**src/rtl/scarv_cop_pkg.sv**
```systemverilog
// Shared definitions for the CPU-side coprocessor instruction issue path:
// COP result codes and the issue FSM state encoding.
package scarv_cop_pkg;

  localparam logic [2:0] RES_SUCCESS = 3'd0;
  localparam logic [2:0] RES_ABORT   = 3'd1;
  localparam logic [2:0] RES_BAD_INS = 3'd2;
  localparam logic [2:0] RES_TIMEOUT = 3'd7;

  typedef enum logic [1:0] {
    IDLE = 2'd0,
    REQ  = 2'd1,
    WAIT = 2'd2,
    HOLD = 2'd3
  } state_t;

endpackage

```
**src/rtl/scarv_cop_issue_if.sv**
```systemverilog
// Bundle of the pipeline issue channel, COP req/ack/rsp handshake and the
// response channel back to the pipeline. master = issue block, slave = its environment.
interface scarv_cop_issue_if;

  logic        iss_valid;
  logic        iss_ready;
  logic [31:0] iss_encoded;
  logic [31:0] iss_rs1;
  logic        iss_flush;

  logic        cpu_insn_req;
  logic        cop_insn_ack;
  logic [31:0] cpu_insn_enc;
  logic [31:0] cpu_rs1;
  logic        cop_insn_rsp;
  logic        cpu_insn_ack;
  logic        cop_wen;
  logic [4:0]  cop_waddr;
  logic [31:0] cop_wdata;
  logic [2:0]  cop_result;

  logic        rsp_valid;
  logic        rsp_ready;
  logic        rsp_wen;
  logic [4:0]  rsp_waddr;
  logic [31:0] rsp_wdata;
  logic [2:0]  rsp_result;

  modport master (
    input  iss_valid, iss_encoded, iss_rs1, iss_flush,
    output iss_ready,
    output cpu_insn_req, cpu_insn_enc, cpu_rs1, cpu_insn_ack,
    input  cop_insn_ack, cop_insn_rsp, cop_wen, cop_waddr, cop_wdata, cop_result,
    output rsp_valid, rsp_wen, rsp_waddr, rsp_wdata, rsp_result,
    input  rsp_ready
  );

  modport slave (
    output iss_valid, iss_encoded, iss_rs1, iss_flush,
    input  iss_ready,
    input  cpu_insn_req, cpu_insn_enc, cpu_rs1, cpu_insn_ack,
    output cop_insn_ack, cop_insn_rsp, cop_wen, cop_waddr, cop_wdata, cop_result,
    input  rsp_valid, rsp_wen, rsp_waddr, rsp_wdata, rsp_result,
    output rsp_ready
  );

endinterface

```
**src/rtl/scarv_cop_issue_rspreg.sv**
```systemverilog
// Response holding register: captures the COP writeback or substitutes a timeout
// result, then presents it on a valid/ready channel until the pipeline takes it.
module scarv_cop_issue_rspreg
  import scarv_cop_pkg::*;
(
  input  logic        g_clk,
  input  logic        g_reset,
  input  logic        cap_rsp,
  input  logic        cap_tmo,
  input  logic        cop_wen,
  input  logic [4:0]  cop_waddr,
  input  logic [31:0] cop_wdata,
  input  logic [2:0]  cop_result,
  input  logic        rsp_ready,
  output logic        rsp_valid,
  output logic        rsp_wen,
  output logic [4:0]  rsp_waddr,
  output logic [31:0] rsp_wdata,
  output logic [2:0]  rsp_result
);

  // A timeout carries no writeback, so the GPR fields are forced to zero.
  always_ff @(posedge g_clk) begin
    if (g_reset) begin
      rsp_valid  <= 1'b0;
      rsp_wen    <= 1'b0;
      rsp_waddr  <= '0;
      rsp_wdata  <= '0;
      rsp_result <= RES_SUCCESS;
    end else if (cap_rsp || cap_tmo) begin
      rsp_valid  <= 1'b1;
      rsp_wen    <= cap_rsp & cop_wen;
      rsp_waddr  <= cap_rsp ? cop_waddr : 5'd0;
      rsp_wdata  <= cap_rsp ? cop_wdata : 32'd0;
      rsp_result <= cap_rsp ? cop_result : RES_TIMEOUT;
    end else if (rsp_valid && rsp_ready) begin
      rsp_valid  <= 1'b0;
    end
  end

endmodule

```
**src/rtl/scarv_cop_issue.sv**
```systemverilog
// CPU-side initiator for the coprocessor instruction interface: issues one
// instruction at a time over req/ack and returns the COP response to the pipeline.
module scarv_cop_issue
  import scarv_cop_pkg::*;
#(
  parameter int TIMEOUT_CYCLES = 255,
  parameter int TCNT_W         = 8
) (
  input  logic              g_clk,
  input  logic              g_reset,
  scarv_cop_issue_if.master bus
);

  localparam logic [TCNT_W-1:0] TMO_LAST = TCNT_W'(TIMEOUT_CYCLES - 1);

  state_t            state_q, state_d;
  logic [TCNT_W-1:0] cnt_q, cnt_d;
  logic [31:0]       enc_q, rs1_q;
  logic              ack_q;
  logic              accept, cap_rsp, cap_tmo, tmo_hit;
  logic              rsp_valid;

  function automatic logic [TCNT_W-1:0] sat_inc(input logic [TCNT_W-1:0] v);
    return (v == {TCNT_W{1'b1}}) ? v : v + 1'b1;
  endfunction

  // The timeout fires on the WAIT cycle whose increment would reach TIMEOUT_CYCLES.
  assign tmo_hit = (TIMEOUT_CYCLES != 0) && (cnt_q == TMO_LAST);

  always_comb begin
    state_d = state_q;
    cnt_d   = cnt_q;
    accept  = 1'b0;
    cap_rsp = 1'b0;
    cap_tmo = 1'b0;
    case (state_q)
      IDLE: begin
        if (bus.iss_valid && !bus.iss_flush) begin
          accept  = 1'b1;
          state_d = REQ;
        end
      end
      REQ: begin
        if (bus.cop_insn_ack) begin
          cnt_d = '0;
          if (bus.cop_insn_rsp) begin
            cap_rsp = 1'b1;
            state_d = HOLD;
          end else begin
            state_d = WAIT;
          end
        end else if (bus.iss_flush) begin
          state_d = IDLE;
        end
      end
      WAIT: begin
        cnt_d = sat_inc(cnt_q);
        if (bus.cop_insn_rsp) begin
          cap_rsp = 1'b1;
          state_d = HOLD;
        end else if (tmo_hit) begin
          cap_tmo = 1'b1;
          state_d = HOLD;
        end
      end
      HOLD: begin
        if (rsp_valid && bus.rsp_ready) state_d = IDLE;
      end
      default: state_d = IDLE;
    endcase
  end

  always_ff @(posedge g_clk) begin
    if (g_reset) begin
      state_q <= IDLE;
      cnt_q   <= '0;
      enc_q   <= '0;
      rs1_q   <= '0;
      ack_q   <= 1'b0;
    end else begin
      state_q <= state_d;
      cnt_q   <= cnt_d;
      ack_q   <= cap_rsp;
      if (accept) begin
        enc_q <= bus.iss_encoded;
        rs1_q <= bus.iss_rs1;
      end
    end
  end

  // Ready is masked while reset is held so every output reads 0 during reset.
  assign bus.iss_ready    = (state_q == IDLE) && !g_reset;
  assign bus.cpu_insn_req = (state_q == REQ);
  assign bus.cpu_insn_enc = enc_q;
  assign bus.cpu_rs1      = rs1_q;
  assign bus.cpu_insn_ack = ack_q;
  assign bus.rsp_valid    = rsp_valid;

  scarv_cop_issue_rspreg u_rspreg (
    .g_clk      (g_clk),
    .g_reset    (g_reset),
    .cap_rsp    (cap_rsp),
    .cap_tmo    (cap_tmo),
    .cop_wen    (bus.cop_wen),
    .cop_waddr  (bus.cop_waddr),
    .cop_wdata  (bus.cop_wdata),
    .cop_result (bus.cop_result),
    .rsp_ready  (bus.rsp_ready),
    .rsp_valid  (rsp_valid),
    .rsp_wen    (bus.rsp_wen),
    .rsp_waddr  (bus.rsp_waddr),
    .rsp_wdata  (bus.rsp_wdata),
    .rsp_result (bus.rsp_result)
  );

  a_req_hold: assert property (@(posedge g_clk) disable iff (g_reset)
    (bus.cpu_insn_req && !bus.cop_insn_ack && !bus.iss_flush) |=> bus.cpu_insn_req);

  a_rsp_stable: assert property (@(posedge g_clk) disable iff (g_reset)
    (rsp_valid && !bus.rsp_ready) |=>
      (rsp_valid && $stable({bus.rsp_wen, bus.rsp_waddr, bus.rsp_wdata, bus.rsp_result})));

  a_ack_single: assert property (@(posedge g_clk) disable iff (g_reset)
    bus.cpu_insn_ack |=> !bus.cpu_insn_ack);

  a_ack_with_rsp: assert property (@(posedge g_clk) disable iff (g_reset)
    bus.cpu_insn_ack |-> rsp_valid);

endmodule

```
**src/flat_wrapper.sv**
```systemverilog
// flat-port wrapper written by rule: the top's interface ports become plain ports
module scarv_cop_issue_flat import scarv_cop_pkg::*;
#(
  parameter int TIMEOUT_CYCLES = 255,
  parameter int TCNT_W         = 8
)
  (g_clk, g_reset, bus_iss_valid, bus_iss_encoded, bus_iss_rs1, bus_iss_flush, bus_iss_ready, bus_cpu_insn_req, bus_cpu_insn_enc, bus_cpu_rs1, bus_cpu_insn_ack, bus_cop_insn_ack, bus_cop_insn_rsp, bus_cop_wen, bus_cop_waddr, bus_cop_wdata, bus_cop_result, bus_rsp_valid, bus_rsp_wen, bus_rsp_waddr, bus_rsp_wdata, bus_rsp_result, bus_rsp_ready);
  scarv_cop_issue_if bus_i ();
  input  logic g_clk;
  input  logic g_reset;
  input wire logic [$bits(bus_i.iss_valid)-1:0] bus_iss_valid;
  input wire logic [$bits(bus_i.iss_encoded)-1:0] bus_iss_encoded;
  input wire logic [$bits(bus_i.iss_rs1)-1:0] bus_iss_rs1;
  input wire logic [$bits(bus_i.iss_flush)-1:0] bus_iss_flush;
  output wire logic [$bits(bus_i.iss_ready)-1:0] bus_iss_ready;
  output wire logic [$bits(bus_i.cpu_insn_req)-1:0] bus_cpu_insn_req;
  output wire logic [$bits(bus_i.cpu_insn_enc)-1:0] bus_cpu_insn_enc;
  output wire logic [$bits(bus_i.cpu_rs1)-1:0] bus_cpu_rs1;
  output wire logic [$bits(bus_i.cpu_insn_ack)-1:0] bus_cpu_insn_ack;
  input wire logic [$bits(bus_i.cop_insn_ack)-1:0] bus_cop_insn_ack;
  input wire logic [$bits(bus_i.cop_insn_rsp)-1:0] bus_cop_insn_rsp;
  input wire logic [$bits(bus_i.cop_wen)-1:0] bus_cop_wen;
  input wire logic [$bits(bus_i.cop_waddr)-1:0] bus_cop_waddr;
  input wire logic [$bits(bus_i.cop_wdata)-1:0] bus_cop_wdata;
  input wire logic [$bits(bus_i.cop_result)-1:0] bus_cop_result;
  output wire logic [$bits(bus_i.rsp_valid)-1:0] bus_rsp_valid;
  output wire logic [$bits(bus_i.rsp_wen)-1:0] bus_rsp_wen;
  output wire logic [$bits(bus_i.rsp_waddr)-1:0] bus_rsp_waddr;
  output wire logic [$bits(bus_i.rsp_wdata)-1:0] bus_rsp_wdata;
  output wire logic [$bits(bus_i.rsp_result)-1:0] bus_rsp_result;
  input wire logic [$bits(bus_i.rsp_ready)-1:0] bus_rsp_ready;
  assign bus_i.iss_valid = bus_iss_valid;
  assign bus_i.iss_encoded = bus_iss_encoded;
  assign bus_i.iss_rs1 = bus_iss_rs1;
  assign bus_i.iss_flush = bus_iss_flush;
  assign bus_iss_ready = bus_i.iss_ready;
  assign bus_cpu_insn_req = bus_i.cpu_insn_req;
  assign bus_cpu_insn_enc = bus_i.cpu_insn_enc;
  assign bus_cpu_rs1 = bus_i.cpu_rs1;
  assign bus_cpu_insn_ack = bus_i.cpu_insn_ack;
  assign bus_i.cop_insn_ack = bus_cop_insn_ack;
  assign bus_i.cop_insn_rsp = bus_cop_insn_rsp;
  assign bus_i.cop_wen = bus_cop_wen;
  assign bus_i.cop_waddr = bus_cop_waddr;
  assign bus_i.cop_wdata = bus_cop_wdata;
  assign bus_i.cop_result = bus_cop_result;
  assign bus_rsp_valid = bus_i.rsp_valid;
  assign bus_rsp_wen = bus_i.rsp_wen;
  assign bus_rsp_waddr = bus_i.rsp_waddr;
  assign bus_rsp_wdata = bus_i.rsp_wdata;
  assign bus_rsp_result = bus_i.rsp_result;
  assign bus_i.rsp_ready = bus_rsp_ready;
  scarv_cop_issue #(.TIMEOUT_CYCLES(TIMEOUT_CYCLES), .TCNT_W(TCNT_W)) u_core (.g_clk(g_clk), .g_reset(g_reset), .bus(bus_i));
endmodule
```
**config.mk**
```make
export PLATFORM = sky130hd
export DESIGN_NAME = scarv_cop_issue_flat
export DESIGN_NICKNAME = d
export VERILOG_FILES = /design/src/rtl/scarv_cop_pkg.sv /design/src/rtl/scarv_cop_issue_if.sv /design/src/rtl/scarv_cop_issue_rspreg.sv /design/src/rtl/scarv_cop_issue.sv /design/src/flat_wrapper.sv
export SDC_FILE = /design/constraint.sdc
export NUM_CORES = 1
export LEC_CHECK = 0
export CORE_UTILIZATION = 42
export CTS_CLUSTER_SIZE = 12
export DETAILED_ROUTE_END_ITERATION = 7
export HOLD_SLACK_MARGIN = 0.02
export PLACE_DENSITY = 0.87
export SYNTH_ARGS = -nofsm -noshare
export SYNTH_HDL_FRONTEND = slang
export SYNTH_SLANG_ARGS = --single-unit
```
**constraint.sdc**
```tcl
create_clock -name g_clk -period 4.1 [get_ports g_clk]
set_input_delay 1.025 -clock g_clk [delete_from_list [all_inputs] [get_ports g_clk]]
set_output_delay 1.025 -clock g_clk [all_outputs]
set_load 0.02 [all_outputs]
```
# Word-level counts from Yosys, hierarchy flattened
# Index checks and enable logic that the tools add are counted.
# W data, S select, Z words.
[totals]
ff_bits = 117
input_bits = 112
word_cells = 58
[op_classes]
addsub = 1
n_eq_ne = 11
mux = 24
bitwise_logic = 1
n_reduce_logical = 11
[ops]
columns = ["cell", "n"]
rows = [
  ["$mux W32", 1],
  ["$eq A8 B8 Y1 const B", 2],
  ["$mux W8", 2],
  ["$pmux W8 S2", 1],
  ["$mux W2", 6],
  ["$mux W1", 10],
  ["$add A8 B1 Y8 const B", 1],
  ["$pmux W2 S4", 1],
  ["$ne A2 B1 Y1 const B", 3],
  ["$ne A3 B2 Y1 const B", 2],
  ["$mux W5", 1],
  ["$eq A2 B2 Y1 const B", 2],
  ["$reduce_and A4 Y1", 1],
  ["$reduce_bool A2 Y1", 2],
  ["$logic_and A1 B1 Y1", 3],
  ["$mux W3", 1],
  ["$reduce_and A3 Y1", 1],
  ["$eq A2 B1 Y1 const B", 1],
  ["$logic_not A1 Y1", 2],
  ["$logic_not A2 Y1", 1],
  ["$ne A2 B2 Y1 const B", 1],
  ["$pmux W1 S2", 1],
  ["$and A1 B1 Y1", 1],
  ["$logic_or A1 B1 Y1", 1],
]

# Logic depth before layout (Yosys ltp)
[logic_depth]
ltp_word = 6
ltp_mapped = 8
ltp_nobuf = 6

# Cells and area by module
# Synthesis repeated with hierarchy kept, for this count alone.
[hier_totals]
cells_unflattened = 545
hier_area_um2 = 4662.0
[modules_own_cells]
columns = ["mod", "instances", "cells_per_inst", "area_each_um2", "seq_area_each_um2"]
rows = [
  ["scarv_cop_issue", 1, 358, 2886.5, 1501.4],
  ["scarv_cop_issue_rspreg", 1, 187, 1775.5, 840.8],
]

# Worst setup path after synthesis
# OpenSTA, ideal clock, no wires.
[synth_timing]
path_type = "input to output"
startpoint = "in g_reset"
endpoint = "out bus_iss_ready"
t_arrival_ps = 1724
required_time_ps = 3075
setup_slack_ps = 1351
cell_stages = 3
path_buffers = 2
path_cell_list = "clkbuf_1 > clkbuf_1 > nor2_1"
[synth_between]
elab_chain_len = 2
[synth_lines]
columns = ["element", "line", "text"]
rows = [
  ["start, declared", "flat_wrapper.sv:10", "input logic g_reset;"],
  ["$logic_not A1 Y1", "scarv_cop_issue.sv:92", "assign bus.iss_ready = (state_q == IDLE) && !g_reset;"],
  ["$logic_and A1 B1 Y1", "scarv_cop_issue.sv:92", ""],
  ["end, declared", "flat_wrapper.sv:15", "output wire logic [$bits(bus_i.iss_ready)-1:0] bus_iss_ready;"],
]
# No other way between the ends.

# Final worst setup path
[layout_timing]
startpoint = "reg u_core.state_q[0]"
endpoint = "out bus_iss_ready"
[layout_between]
elab_chain_len = 2
[layout_lines]
columns = ["element", "line", "text"]
rows = [
  ["start, declared", "scarv_cop_issue.sv:16", "state_t state_q, state_d;"],
  ["start signal, assigned", "scarv_cop_issue.sv:81", "state_q <= state_d;"],
  ["$logic_not A2 Y1", "scarv_cop_issue.sv:92", ""],
  ["$logic_and A1 B1 Y1", "scarv_cop_issue.sv:92", ""],
]
# No other way between the ends.

==> flow_summary.ini <==
[outcome]
violations = DRC
status = finished, violations left

[die]
core_area_um2 = 9730
start_util = 0.431
die_w_um = 102
ios = 221
die_y_um = 102
rows = 36
dieArea_um2 = 10400

[synth]
ys_warn_count = 0
ys.flop_type = dfxtp_1
syn_area_um2 = 4200
mappedNetlistNets = 579
async_flop_share = 0
synth-seq-area-share = 0.558
avgSynthCellArea_um2 = 9.12
synthDistinctLibCells = 41
postSynthCellCount = 460
synth_edf_count = 0
synth-seq-cells = 117

[power]
cellPowerDensity_nw_per_um2 = 433
p_leak_nw = 2.60
ir_drop_mv = 0.275

[clock_network]
cts_tree = done
cts_setup_buffers = 0
clock_path_buffers = 2
numCtsBuffers = 17
insertion_delay_ns = 0.51
root_buffer = clkbuf_8
htreeDepth = 4
post_cts_resized = 0
path_clk_slew_ns = 0.06
postCtsHoldBufs = 0
cts_sinks = 117

[critical_path]
path_max_fanout = 5
crit_path_start_kind = flop
critPathArrivalTime_ns = 2.12
r2r_slack_ns = 1.90
worst_setup_path_end_kind = primary output
path_class = flop to primary output
worstPathRequired_ns = 3.07

[worst_hold_path]
hp-class = flop to flop

[routing]
drc = 1
ant_nets = 0
drt_iter0_markers = 155
via_count = 4122
drt_pass1_iterations = 6
avgViaCountPerCell = 5.03
wirelength_um = 12900
routedWlPerCell_um = 15.8

[sta]
tns_ns = 0
finClkSkew_ns = 0.00654
hold_viol = 0
maxSlewViolCount = 0
max_freq_ghz = 0.318
fin_crit_sh = 0.766
rsz0062_at_grt = no
tightest_slew_ns = 0.803
finalWorstSetupSlack_ns = 0.959
period_needed_ns = 3.14
setup_viol_count_final = 0
fin_hold_ws_ns = 0.451
slew_headroom = 0.465

[global_routing]
gr-usage-all-layers = 0.241
antenna_found_initial = 0
grt_max_degree = 77
grt_pass1_vias = 3940
grt_pass1_wl_um = 19300
grt_overflow = 0

[placed_design]
detailed_place_hpwl_um = 8990
portBuffers = 220
place_ws_ns = 1.15
gp_congestion = 0.796

[final_layout]
fillers = 709
final_common_cell = clkdlybuf4s50_1
n_antenna_cell = 0
final_layout_size_suffix_gt1_frac = 0.0626
final_cell_mix = 219 x clkdlybuf4s50_1, 133 x nand2_1, 117 x dfxtp_1
area_growth_pct = 67.1
nets = 793

[job]
drv_cap = 0
## stage by stage
stage | instances | power, mW | cell area (um^2) | utilization
finish | 820 | 3.04 | 7010 | 0.721
global route | 820 | 3.15 | 7010 | 0.721
CTS | 820 | 3.05 | 7010 | 0.721
detailed placement | 788 | 1.67 | 6450 | 0.663
global placement | 788 | 1.66 | 6450 | 0.663
floorplan | 460 | 1.44 | 4200 | -
## power by group
| part | leakage [nW] | total [mW] | internal [mW] | switching (mW) |
|---|---|---|---|---|
| combinational | 1.37 | 0.436 | 0.223 | 0.213 |
| sequential | 0.949 | 1.21 | 1.19 | 0.0277 |
| clock | 0.274 | 1.39 | 0.888 | 0.501 |
| total | 2.60 | 3.04 | 2.30 | 0.742 |
## metal layers
metal | global-route usage | part of all wire | vias to the layer above
li1 | - | - | 2002
met1 | 0.268 | 0.39 | 1952
met2 | 0.435 | 0.52 | 147
met3 | 0.0622 | 0.067 | 21
met4 | 0.0989 | 0.019 | 0
met5 | 0 | 0 | -
## worst max-delay path: stages, from the launching register on
cell	delay, ns
dfxtp_1	0.35
inv_1	0.16
ha_1	0.20
inv_1	0.09
nor2_1	0.16
clkdlybuf4s50_1	0.63
## synthesized netlist by cell type, types with 2 or more instances
master | number | share of area
nand2_1 | 133 | 0.12
dfxtp_1 | 117 | 0.56
a21oi_1 | 73 | 0.087
a22o_1 | 38 | 0.079
clkbuf_1 | 13 | 0.012
buf_2 | 10 | 0.012
nor2_1 | 9 | 0.0080
ha_1 | 7 | 0.021
nor3_1 | 6 | 0.0072
inv_1 | 5 | 0.0045
buf_6 | 4 | 0.011
nand3_1 | 4 | 0.0048
nand2b_1 | 3 | 0.0045
o21ai_0 | 3 | 0.0036
o31ai_1 | 3 | 0.0054
or4_1 | 3 | 0.0054
and3_1 | 2 | 0.0030
buf_1 | 2 | 0.0018
o21bai_1 | 2 | 0.0036
or3_1 | 2 | 0.0030
## flip-flops by register name, summed over array words and instances, names as in the netlist, named ones only
register	flops
u_core.u_rspreg.rsp_wen	1
u_core.bus.cpu_insn_enc	32
u_core.u_rspreg.rsp_wdata	32
u_core.cnt_q	8
u_core.u_rspreg.rsp_valid	1
u_core.bus.cpu_insn_ack	1
u_core.u_rspreg.rsp_result	3
u_core.state_q	1
u_core.u_rspreg.rsp_waddr	5
u_core.bus.cpu_rs1	32
## final timing paths
kind	start	end	cells past startpoint
worst max-delay path	u_core.state_q[0]	bus_iss_ready	5
worst min-delay path	u_core.bus.cpu_insn_enc[24]	u_core.bus.cpu_insn_enc[24]	2
worst max register to register	u_core.state_q[0]	u_core.u_rspreg.rsp_wdata[10]	7
worst min register to register	u_core.bus.cpu_insn_enc[24]	u_core.bus.cpu_insn_enc[24]	2
## final cells by class
cell class | count | area [um^2] | area share
Tap cell | 133 | 166 | 0.0237
Sequential cell | 117 | 2340 | 0.334
Multi-Input combinational cell | 308 | 1690 | 0.241
Clock inverter | 10 | 105 | 0.0150
Timing Repair Buffer | 225 | 2230 | 0.319
Inverter | 5 | 18.8 | 0.00268
Clock buffer | 22 | 453 | 0.0646
## cells by family after synthesis
group                    count (synthesis)  share of synthesized area
buffers and inverters                   35                     0.0423
AO/OA/AOI/OAI                          129                      0.199
AND/OR/NAND/NOR                        170                      0.174
adder cells (fa/ha/maj)                  7                     0.0209
multiplexers                             1                    0.00358
flip-flops                             117                      0.558
XOR/XNOR                                 1                    0.00209
(Power assumes the default switching activity.)
